File: src/rtl/acumulador_cla_16_if.sv
// Handshake bundle for acumulador_cla_16.
// master drives operands/start, slave is the accumulator.
interface acumulador_cla_16_if #(
  parameter int N  = 16,
  parameter int CW = 5
);
  logic          start;
  logic [CW-1:0] n_ops;
  logic          in_valid;
  logic          in_ready;
  logic [N-1:0]  in_data;
  logic          out_valid;
  logic          out_ready;
  logic [N-1:0]  out_sum;
  logic          out_ovf;
  logic          busy;

  modport master (
    output start, n_ops, in_valid,
    output in_data, out_ready,
    input  in_ready, out_valid,
    input  out_sum, out_ovf, busy
  );

  modport slave (
    input  start, n_ops, in_valid,
    input  in_data, out_ready,
    output in_ready, out_valid,
    output out_sum, out_ovf, busy
  );
endinterface

File: src/rtl/acumulador_cla_16.sv
// Handshaked accumulator over a 16-bit carry-lookahead adder.
// Optional macro ACUM_SATURATE_EN: clamp acc to 16'hFFFF on carry.
module CLA_16bits (
  input  logic [15:0] A,
  input  logic [15:0] B,
  input  logic        Cin,
  output logic [15:0] S,
  output logic        Cout
);
  logic [15:0] g, p, c;
  logic [3:0]  gg, gp;
  logic [4:0]  gc;

  assign g = A & B;
  assign p = A ^ B;

  // Two-level lookahead: group G/P, then carries into each bit
  always_comb begin
    gg = '0;
    gp = '0;
    gc = '0;
    c  = '0;
    for (int k = 0; k < 4; k++) begin
      gp[k] = &p[4*k +: 4];
      gg[k] = g[4*k+3]
            | (p[4*k+3] & g[4*k+2])
            | (p[4*k+3] & p[4*k+2] & g[4*k+1])
            | (p[4*k+3] & p[4*k+2] & p[4*k+1]
               & g[4*k]);
    end
    gc[0] = Cin;
    gc[1] = gg[0] | (gp[0] & Cin);
    gc[2] = gg[1] | (gp[1] & gg[0])
          | (gp[1] & gp[0] & Cin);
    gc[3] = gg[2] | (gp[2] & gg[1])
          | (gp[2] & gp[1] & gg[0])
          | (gp[2] & gp[1] & gp[0] & Cin);
    gc[4] = gg[3] | (gp[3] & gg[2])
          | (gp[3] & gp[2] & gg[1])
          | (gp[3] & gp[2] & gp[1] & gg[0])
          | (gp[3] & gp[2] & gp[1] & gp[0] & Cin);
    for (int k = 0; k < 4; k++) begin
      c[4*k]   = gc[k];
      c[4*k+1] = g[4*k] | (p[4*k] & gc[k]);
      c[4*k+2] = g[4*k+1]
               | (p[4*k+1] & g[4*k])
               | (p[4*k+1] & p[4*k] & gc[k]);
      c[4*k+3] = g[4*k+2]
               | (p[4*k+2] & g[4*k+1])
               | (p[4*k+2] & p[4*k+1] & g[4*k])
               | (p[4*k+2] & p[4*k+1] & p[4*k]
                  & gc[k]);
    end
  end

  assign S    = p ^ c;
  assign Cout = gc[4];
endmodule

module acumulador_cla_16 #(
  parameter int N       = 16,
  parameter int MAX_OPS = 16,
  parameter int CW      = $clog2(MAX_OPS + 1)
) (
  input logic               clk,
  input logic               rst_n,
  acumulador_cla_16_if.slave bus
);
  typedef enum logic [1:0] {
    IDLE, ACC, DONE
  } state_t;

  state_t        state_q;
  logic [N-1:0]  acc_q, acc_d;
  logic          ovf_q, ovf_d;
  logic [CW-1:0] rem_q;
  logic          in_ready_q;
  logic          out_valid_q;
  logic [N-1:0]  out_sum_q;
  logic          out_ovf_q;
  logic          busy_q;

  logic [N-1:0]  cla_s;
  logic          cla_co;
  logic [CW-1:0] n_clamp;
  logic          accept;

  CLA_16bits u_cla (
    .A    (acc_q),
    .B    (bus.in_data),
    .Cin  (1'b0),
    .S    (cla_s),
    .Cout (cla_co)
  );

  // Next acc/ovf for an accepted operand, clamped count
  always_comb begin
    ovf_d = ovf_q | cla_co;
`ifdef ACUM_SATURATE_EN
    acc_d = ovf_d ? '1 : cla_s;
`else
    acc_d = cla_s;
`endif
    n_clamp = (bus.n_ops > CW'(MAX_OPS))
            ? CW'(MAX_OPS) : bus.n_ops;
    accept  = in_ready_q & bus.in_valid;
  end

  // Control FSM with registered handshake outputs
  always_ff @(posedge clk or negedge rst_n) begin
    if (!rst_n) begin
      state_q     <= IDLE;
      acc_q       <= '0;
      ovf_q       <= 1'b0;
      rem_q       <= '0;
      in_ready_q  <= 1'b0;
      out_valid_q <= 1'b0;
      out_sum_q   <= '0;
      out_ovf_q   <= 1'b0;
      busy_q      <= 1'b0;
    end else begin
      unique case (state_q)
        IDLE: begin
          if (bus.start) begin
            acc_q  <= '0;
            ovf_q  <= 1'b0;
            busy_q <= 1'b1;
            if (n_clamp == '0) begin
              state_q     <= DONE;
              out_valid_q <= 1'b1;
              out_sum_q   <= '0;
              out_ovf_q   <= 1'b0;
            end else begin
              state_q    <= ACC;
              rem_q      <= n_clamp;
              in_ready_q <= 1'b1;
            end
          end
        end
        ACC: begin
          if (accept) begin
            acc_q <= acc_d;
            ovf_q <= ovf_d;
            rem_q <= rem_q - 1'b1;
            if (rem_q == CW'(1)) begin
              state_q     <= DONE;
              in_ready_q  <= 1'b0;
              out_valid_q <= 1'b1;
              out_sum_q   <= acc_d;
              out_ovf_q   <= ovf_d;
            end
          end
        end
        DONE: begin
          if (bus.out_ready) begin
            state_q     <= IDLE;
            out_valid_q <= 1'b0;
            busy_q      <= 1'b0;
          end
        end
        default: state_q <= IDLE;
      endcase
    end
  end

  assign bus.in_ready  = in_ready_q;
  assign bus.out_valid = out_valid_q;
  assign bus.out_sum   = out_sum_q;
  assign bus.out_ovf   = out_ovf_q;
  assign bus.busy      = busy_q;
endmodule

File: src/flat_wrapper.sv
// flat-port wrapper written by rule: the top's interface ports become plain ports
module acumulador_cla_16_flat 
#(
  parameter int N       = 16,
  parameter int MAX_OPS = 16,
  parameter int CW      = $clog2(MAX_OPS + 1)
)
  (clk, rst_n, bus_start, bus_n_ops, bus_in_valid, bus_in_data, bus_out_ready, bus_in_ready, bus_out_valid, bus_out_sum, bus_out_ovf, bus_busy);
  acumulador_cla_16_if #(.N(N), .CW(CW)) bus_i ();
  input logic clk;
  input logic rst_n;
  input wire logic [$bits(bus_i.start)-1:0] bus_start;
  input wire logic [$bits(bus_i.n_ops)-1:0] bus_n_ops;
  input wire logic [$bits(bus_i.in_valid)-1:0] bus_in_valid;
  input wire logic [$bits(bus_i.in_data)-1:0] bus_in_data;
  input wire logic [$bits(bus_i.out_ready)-1:0] bus_out_ready;
  output wire logic [$bits(bus_i.in_ready)-1:0] bus_in_ready;
  output wire logic [$bits(bus_i.out_valid)-1:0] bus_out_valid;
  output wire logic [$bits(bus_i.out_sum)-1:0] bus_out_sum;
  output wire logic [$bits(bus_i.out_ovf)-1:0] bus_out_ovf;
  output wire logic [$bits(bus_i.busy)-1:0] bus_busy;
  assign bus_i.start = bus_start;
  assign bus_i.n_ops = bus_n_ops;
  assign bus_i.in_valid = bus_in_valid;
  assign bus_i.in_data = bus_in_data;
  assign bus_i.out_ready = bus_out_ready;
  assign bus_in_ready = bus_i.in_ready;
  assign bus_out_valid = bus_i.out_valid;
  assign bus_out_sum = bus_i.out_sum;
  assign bus_out_ovf = bus_i.out_ovf;
  assign bus_busy = bus_i.busy;
  acumulador_cla_16 #(.N(N), .MAX_OPS(MAX_OPS), .CW(CW)) u_core (.clk(clk), .rst_n(rst_n), .bus(bus_i));
endmodule
File: config.mk
export PLATFORM = sky130hd
export DESIGN_NAME = acumulador_cla_16_flat
export DESIGN_NICKNAME = d
export VERILOG_FILES = /design/src/rtl/acumulador_cla_16_if.sv /design/src/rtl/acumulador_cla_16.sv /design/src/flat_wrapper.sv
export SDC_FILE = /design/constraint.sdc
export NUM_CORES = 1
export LEC_CHECK = 0
export ABC_AREA = 1
export BUFFER_PORTS_ARGS = -buffer_cell sky130_fd_sc_hd__buf_2
export CAP_MARGIN = 25
export CORE_ASPECT_RATIO = 1.75
export CORE_MARGIN = 10
export CORE_UTILIZATION = 35
export DETAILED_ROUTE_END_ITERATION = 10
export GPL_TIMING_DRIVEN = 0
export SLEW_MARGIN = 10
export SYNTH_ARGS = -nofsm -noshare
export SYNTH_HDL_FRONTEND = slang
export SYNTH_SLANG_ARGS = --single-unit
File: constraint.sdc
create_clock -name clk -period 5.49 [get_ports clk]
set_clock_uncertainty 0.1 [all_clocks]
set_input_delay 0.549 -clock clk [delete_from_list [all_inputs] [get_ports clk]]
set_output_delay 0.549 -clock clk [all_outputs]
set_load 0.02 [all_outputs]
==> results of run 1 <==
[cells in the final DEF, fill, tap and decap left out, types with 2 or more instances in the layout]
cell / count
sky130_fd_sc_hd__buf_6: 2
sky130_fd_sc_hd__o21a_1: 4
sky130_fd_sc_hd__nor2_1: 13
sky130_fd_sc_hd__nor2_4: 2
sky130_fd_sc_hd__nand3_1: 18
sky130_fd_sc_hd__nand2_2: 2
sky130_fd_sc_hd__o21ai_1: 6
sky130_fd_sc_hd__o21ai_2: 7
sky130_fd_sc_hd__nand2_1: 107
sky130_fd_sc_hd__buf_2: 48
sky130_fd_sc_hd__o21ai_0: 24
sky130_fd_sc_hd__clkbuf_16: 5
sky130_fd_sc_hd__nand4_1: 10
sky130_fd_sc_hd__fa_1: 4
sky130_fd_sc_hd__ha_1: 18
sky130_fd_sc_hd__clkinv_2: 2
sky130_fd_sc_hd__a21oi_1: 12
sky130_fd_sc_hd__inv_2: 5
sky130_fd_sc_hd__dfrtp_1: 44
sky130_fd_sc_hd__inv_1: 32
sky130_fd_sc_hd__clkbuf_1: 2
[final cells by class]
cell class	instances	area, um^2	share of cell area
plain buffers	7	45.04	0.01416
clock buffers	6	138.9	0.04367
clock inverters	2	10.01	0.003147
inverters	39	153.9	0.04839
multi-input cells	242	1376	0.4327
flip-flops and latches	44	1101	0.3462
well taps	88	110.1	0.03462
repair buffers	46	245.2	0.07710
[path summary, 6_finish.rpt]
path | endpoint | slack, ns | cells after the start
min in group clk | u_core.bus.out_sum[7]$_DFFE_PN0P_ | 0.37 | 2
min | u_core.bus.out_sum[13]$_DFFE_PN0P_ | 0.06 | 1
max reg2reg | u_core.acc_q[12]$_DFFE_PN0P_ | 3.11 | 9
max | u_core.acc_q[12]$_DFFE_PN0P_ | 3.11 | 9
min reg2reg | u_core.bus.out_sum[7]$_DFFE_PN0P_ | 0.37 | 2
max in group asynchronous | u_core.bus.out_sum[10]$_DFFE_PN0P_ | 4.74 | 2
[flip-flops by register name (all words and copies together), names as in the netlist]
register	count
u_core.state_q	2
u_core.bus.out_ovf	1
u_core.bus.out_sum	16
u_core.bus.busy	1
u_core.bus.in_ready	1
u_core.bus.out_valid	1
u_core.ovf_q	1
u_core.rem_q	5
u_core.acc_q	16
[cell families (layout without fill, tap and decap cells)]
group / after synthesis / count (layout) / share of synthesized area
buffers and inverters: 46 / 100 / 0.07434
AOI/OAI and AO/OA: 61 / 61 / 0.1361
DFF: 44 / 44 / 0.4114
and+or+nand+nor: 159 / 159 / 0.2642
adders and majority gates: 22 / 22 / 0.1141
[layer usage]
metal	up-vias	wire, um	track usage
li1	1192	-	-
met1	1088	2422	0.1189
met2	39	3498	0.2216
met3	8	341	0.03193
met4	0	135	0.04963
met5	-	0	0
[stage by stage]
stage | total power, mW | cells | hold WS (ns)
global route | 1.965 | 474 | 0.07770
CTS | 1.797 | 474 | 0.06060
finish | 1.769 | 474 | 0.06039
detailed placement | 1.483 | 466 | 0.3596
global placement | 1.462 | 465 | 0.3609
floorplan | 1.241 | 332 | 0.1534
[where the power goes]
group          switching (mW)  total (mW)  internal [mW]  leakage [nW]
Clock                   0.123       0.302          0.179        0.0766
Sequential             0.0830       0.557          0.474         0.555
Combinational           0.574       0.909          0.336          1.10
==> qor.tcl, run 1 <==
set qor(status) {finished, final reports clean}
set qor(cts_htree_levels) 2
set qor(report.final.slew_viol_count) 0
set qor(syn_to_final_growth_pct) 18.84
set qor(dp_hpwl_um) 5083
set qor(grt_first_pass_wirelength_um) 11200
set qor(initial_core_util) 0.3561
set qor(postLayoutCoreUtil) 0.4232
set qor(gr-usage-all-layers) 0.1191
set qor(fillers) 793
set qor(worst-slew-pin-transition_ns) 0.4705
set qor(relSlewSlack) 0.6864
set qor(netlist.area_leader.share) 0.4114
set qor(worst-path-buf-inv) 0
set qor(grt_pass1_vias) 2430
set qor(drt-wirelength-per-cell_um) 13.50
set qor(worstReg2RegStart) {u_core.acc_q[3]$_DFFE_PN0P_}
set qor(floorplan.core_area_mm2) 0.007515
set qor(fin_crit_ns) 2.383
set qor(postRouteAntennaNets) 0
set qor(totalNegativeSetupSlack_ns) 0
set qor(synth_warnings) 0
set qor(vias_per_cell) 4.909
set qor(timing.critical_path.fanout_max) 4
set qor(yosys-top-cells-area) {sky130_fd_sc_hd__dfrtp_1 (41%), sky130_fd_sc_hd__nand2_1 (15%), sky130_fd_sc_hd__ha_1 (8.4%)}
set qor(last_weighted_congestion_value_of_the_routability_driven_placer) 0.8428
set qor(slowest_stage) {sky130_fd_sc_hd__fa_1}
set qor(setup_viol) 0
set qor(antenna_violations_before_repair) 0
set qor(timing.final.hold_violations) 0
set qor(cts-root-buf) {sky130_fd_sc_hd__clkbuf_16}
set qor(endpoint_kind) {flop}
set qor(synth_area_leader_cell) {sky130_fd_sc_hd__dfrtp_1}
set qor(peakVddDrop_uv) 155.0
set qor(cts_tree) {yes}
set qor(max_cap_violations) 0
set qor(top_achievable_clock_speed_mhz) 419.6
set qor(cts.reportedPaths.clkPinSlew_ns) 0.06
set qor(power.density_cell_area_mw_per_mm2) 556.1
set qor(synth_cells) 332
set qor(number_of_storage_elements_in_the_synthesis_netlist) 44
set qor(buffer_depth_of_the_longest_clock_path) 2
set qor(cts_setup_buffers) 0
set qor(cp_launch_point) {u_core.acc_q[3]$_DFFE_PN0P_}
set qor(grt_overflow_total) 0
set qor(final_area_mm2) 0.003181
set qor(netlist_area_mm2) 0.002676
set qor(worst_path_most_repeated_cell) {sky130_fd_sc_hd__nand2_1}
set qor(design.die.area_mm2) 0.01168
set qor(die_x_um) 86.10
set qor(clock_insertion_delay_worst_skew_ns) 0.29
set qor(seq_area_frac_synth) 0.4114
set qor(placed_area_mm2) 0.003032
set qor(post_route_cells_drive_above_1_share) 0.2098
set qor(dominantRegCellSynth) {sky130_fd_sc_hd__dfrtp_1}
set qor(count_of_tritonroute_iterations_in_the_first_routing_pass) 4
set qor(crit_path_max_incr_delay_ns) 0.54
set qor(postSynthNetCount) 380
set qor(critical_path.cell_chain) {ha_1, or2_0, nand2_1, nand2_1, nand2_1, nand3_1, fa_1, nand2_1, o21ai_0}
set qor(syn_avg_cell_area_um2) 8.061
set qor(hold_class) {in2async}
set qor(synth_cell_types) 36
set qor(routed_wirelength_um) 6398
set qor(yosys-top-cells-count) {sky130_fd_sc_hd__nand2_1 (107), sky130_fd_sc_hd__dfrtp_1 (44), sky130_fd_sc_hd__inv_1 (32)}
set qor(synth_edf_count) 0
set qor(num-nets-final) 433
set qor(floorplan.die.height_um) 135.7
set qor(leakagePower_nw) 1.733
set qor(post-route-worst-setup-slack_ns) 3.107
set qor(crit_type) {reg2reg}
set qor(timing.critical_path.required_ns) 5.59
set qor(crit_path_start_kind) {flop}
set qor(detail_route.drc_violations) 0
set qor(cts_hold_buffers) 0
set qor(cts-buffers-inserted) 5
set qor(drt_iter0_markers) 145
set qor(port_buffers) 45
set qor(antenna-diode-count) 0
set qor(clock_sinks) 44
set qor(unrepaired_setup_endpoints_after_global_routing) {no}
set qor(post_cts_resized) 0
set qor(floorplan.io_pins) 46
set qor(grt_start_max_net_pins) 33
set qor(path_delay_family) {adder cells}
set qor(cp.arrival_ns) 2.49
set qor(asyncSetResetFlopFracSynth) 1.000
set qor(floorplan_row_count) 42
set qor(via_count) 2327
set qor(synth.most_common_cell) {sky130_fd_sc_hd__nand2_1}
set qor(pre_cts_ws_ns) 2.799
set qor(final.period_utilization) 0.4341
(Power assumes the default switching activity.)
==> run 2: changes to the inputs <==
- clock period: 5.49 -> 2.16 ns (I/O delays scaled with it)
==> qor.tcl, run 2 (synthesis gave the netlist of run 1 again) <==
set qor(status) {finished, final reports clean} ;# unchanged
set qor(final.period_utilization) 0.9793 ;# was 0.4341
set qor(peakVddDrop_uv) 409.3 ;# was 155.0 uV
set qor(cp.arrival_ns) 2.22 ;# was 2.49 ns
set qor(timing.critical_path.required_ns) 2.27 ;# was 5.59 ns
set qor(crit_type) {reg2reg} ;# unchanged
set qor(timing.critical_path.fanout_max) 4 ;# unchanged
set qor(floorplan.die.height_um) 135.7 ;# unchanged
set qor(routed_wirelength_um) 6591 ;# was 6398 um
set qor(cts-buffers-inserted) 5 ;# unchanged
set qor(endpoint_kind) {flop} ;# unchanged
set qor(num-nets-final) 439 ;# was 433
set qor(floorplan_row_count) 42 ;# unchanged
set qor(design.die.area_mm2) 0.01168 ;# unchanged
set qor(path_delay_family) {adder cells} ;# unchanged
set qor(grt_start_max_net_pins) 33 ;# unchanged
set qor(floorplan.io_pins) 46 ;# unchanged
set qor(leakagePower_nw) 1.770 ;# was 1.733 nW
set qor(slowest_stage) {sky130_fd_sc_hd__fa_2} ;# was sky130_fd_sc_hd__fa_1
set qor(floorplan.core_area_mm2) 0.007515 ;# unchanged
set qor(postRouteAntennaNets) 0 ;# unchanged
set qor(crit_path_max_incr_delay_ns) 0.55 ;# was 0.54 ns
set qor(worst-path-buf-inv) 0 ;# unchanged
set qor(via_count) 2362 ;# was 2,327
set qor(grt_pass1_vias) 2456 ;# was 2,430
set qor(worst_path_most_repeated_cell) {sky130_fd_sc_hd__nand2_2} ;# was sky130_fd_sc_hd__nand2_1
set qor(hold_class) {in2reg} ;# was in2async
set qor(cts.reportedPaths.clkPinSlew_ns) 0.06 ;# about the same
set qor(cts_tree) {yes} ;# unchanged
set qor(initial_core_util) 0.3561 ;# unchanged
set qor(die_x_um) 86.10 ;# unchanged
set qor(drt-wirelength-per-cell_um) 13.73 ;# was 13.50 um
set qor(gr-usage-all-layers) 0.1211 ;# was 0.1191
set qor(critical_path.cell_chain) {ha_4, or2_0, nand2_1, nand2_2, nand2_2, nand3_4, fa_2, nand2_2, o21ai_1} ;# was ha_1, or2_0, nand2_1, nand2_1, nand2_1, nand3_1, fa_1, nand2_1, o21ai_0
set qor(max_cap_violations) 0 ;# unchanged
set qor(layout.cells.most_common) {sky130_fd_sc_hd__nand2_1} ;# unchanged
set qor(buffer_depth_of_the_longest_clock_path) 2 ;# unchanged
set qor(timing.hold.worst_path_depth) 3
set qor(drt_iter0_markers) 114 ;# was 145
set qor(power.density_cell_area_mw_per_mm2) 1430 ;# was 556.1 mW/mm^2
set qor(count_of_tritonroute_iterations_in_the_first_routing_pass) 4 ;# unchanged
set qor(antenna_violations_before_repair) 0 ;# unchanged
set qor(final_cell_count_no_fill) 480 ;# was 474
set qor(crit_path_start_kind) {flop} ;# unchanged
set qor(grt_overflow_total) 0 ;# unchanged
set qor(totalPowerFinal_mw) 4.773 ;# was 1.769 mW
set qor(relSlewSlack) 0.6490 ;# was 0.6864
set qor(antenna-diode-count) 0 ;# unchanged
set qor(dpl.cell_count) 466 ;# unchanged
set qor(timing.final.hold_violations) 0 ;# unchanged
set qor(final_cell_mix) {sky130_fd_sc_hd__nand2_1 (101), sky130_fd_sc_hd__buf_2 (48), sky130_fd_sc_hd__dfrtp_1 (44), sky130_fd_sc_hd__inv_1 (32), sky130_fd_sc_hd__o21ai_0 (20)} ;# was sky130_fd_sc_hd__nand2_1 (107), sky130_fd_sc_hd__buf_2 (48), sky130_fd_sc_hd__dfrtp_1 (44), sky130_fd_sc_hd__inv_1 (32), sky130_fd_sc_hd__o21ai_0 (24)
set qor(worst-slew-pin-transition_ns) 0.5265 ;# was 0.4705 ns
set qor(port_buffers) 45 ;# unchanged
set qor(reg2reg_depth) 9 ;# unchanged
set qor(syn_to_final_growth_pct) 24.68 ;# was 18.84%
set qor(top_achievable_clock_speed_mhz) 472.7 ;# was 419.6 MHz
set qor(cts_htree_levels) 2 ;# unchanged
set qor(hold_ws_ns) 0.1308 ;# was 0.06039 ns
set qor(number_of_cells_on_the_critical_path) 9 ;# unchanged
set qor(report.final.slew_viol_count) 0 ;# unchanged
set qor(vias_per_cell) 4.921 ;# was 4.909
set qor(dp_hpwl_um) 5083 ;# unchanged
set qor(last_weighted_congestion_value_of_the_routability_driven_placer) 0.8428 ;# unchanged
set qor(fin_crit_ns) 2.115 ;# was 2.383 ns
set qor(detail_route.drc_violations) 0 ;# unchanged
set qor(unrepaired_setup_endpoints_after_global_routing) {yes} ;# was no
set qor(cts-root-buf) {sky130_fd_sc_hd__clkbuf_16} ;# unchanged
set qor(clock_sinks) 44 ;# unchanged
set qor(post_route_cells_drive_above_1_share) 0.2679 ;# was 0.2098
set qor(setup_viol) 0 ;# unchanged
set qor(grt_first_pass_wirelength_um) 11370 ;# was 11,200 um
set qor(clock_insertion_delay_worst_skew_ns) 0.29 ;# about the same
-- run 2: final timing paths --
path,from,end,slack [ns]
max,u_core.acc_q[3]$_DFFE_PN0P_,u_core.acc_q[12]$_DFFE_PN0P_,0.04
min,bus_start,u_core.bus.busy$_DFFE_PN0P_,0.13
max reg2reg,u_core.acc_q[3]$_DFFE_PN0P_,u_core.acc_q[12]$_DFFE_PN0P_,0.04
min reg2reg,u_core.bus.out_sum[7]$_DFFE_PN0P_,u_core.bus.out_sum[7]$_DFFE_PN0P_,0.37
max in group asynchronous,rst_n,u_core.acc_q[10]$_DFFE_PN0P_,1.19
min in group asynchronous,rst_n,u_core.bus.out_sum[13]$_DFFE_PN0P_,0.28
-- run 2: worst min-delay path: stages --
cell	delay (ns)
sky130_fd_sc_hd__buf_2	0.10
sky130_fd_sc_hd__inv_1	0.07
sky130_fd_sc_hd__o21ai_0	0.09
-- run 2: where the power goes --
part | internal [mW] | switching, mW | total, mW | leakage (nW)
clock | 0.456 | 0.310 | 0.765 | 0.0766
sequential | 1.21 | 0.227 | 1.43 | 0.555
combinational | 1.03 | 1.55 | 2.58 | 1.14
-- run 2: layer usage --
| layer | GRT usage | wire length (um) |
|---|---|---|
| met2 | 0.2261 | 3631 |
| met3 | 0.03253 | 308 |
| met1 | 0.1208 | 2516 |
| met5 | 0 | 0 |
| met4 | 0.04871 | 135 |
-- run 2: final cells by class --
cell class | instances | area [um^2]
Buffer | 7 | 45.04
Sequential cell | 44 | 1101
Tap cell | 88 | 110.1
Fill cell | 780 | 4178
Clock inverter | 2 | 10.01
Timing Repair Buffer | 52 | 292.8
Clock buffer | 6 | 138.9
Inverter | 39 | 153.9
Multi-Input combinational cell | 242 | 1485
-- run 2: what timing repair did --
item,CTS,global route
setup buffers,2,3
endpoints found under the hold margin,12,0
gates resized for setup,9,17
setup endpoints to repair,10,11
hold buffers,1,0
pin swaps,0,6
-- run 2: per-stage QoR --
stage / util / setup TNS, ns / area (um^2) / worst slack [ns]
global placement: 0.4008 / -1.107 / 3012 / -0.2152
finish: 0.4441 / 0 / 3337 / 0.04462
detailed placement: 0.4034 / -1.392 / 3032 / -0.2401
floorplan: - / 0 / 2676 / 0.007768
CTS: 0.4324 / 0 / 3249 / 0.01040
global route: 0.4441 / -0.3800 / 3337 / -0.06599
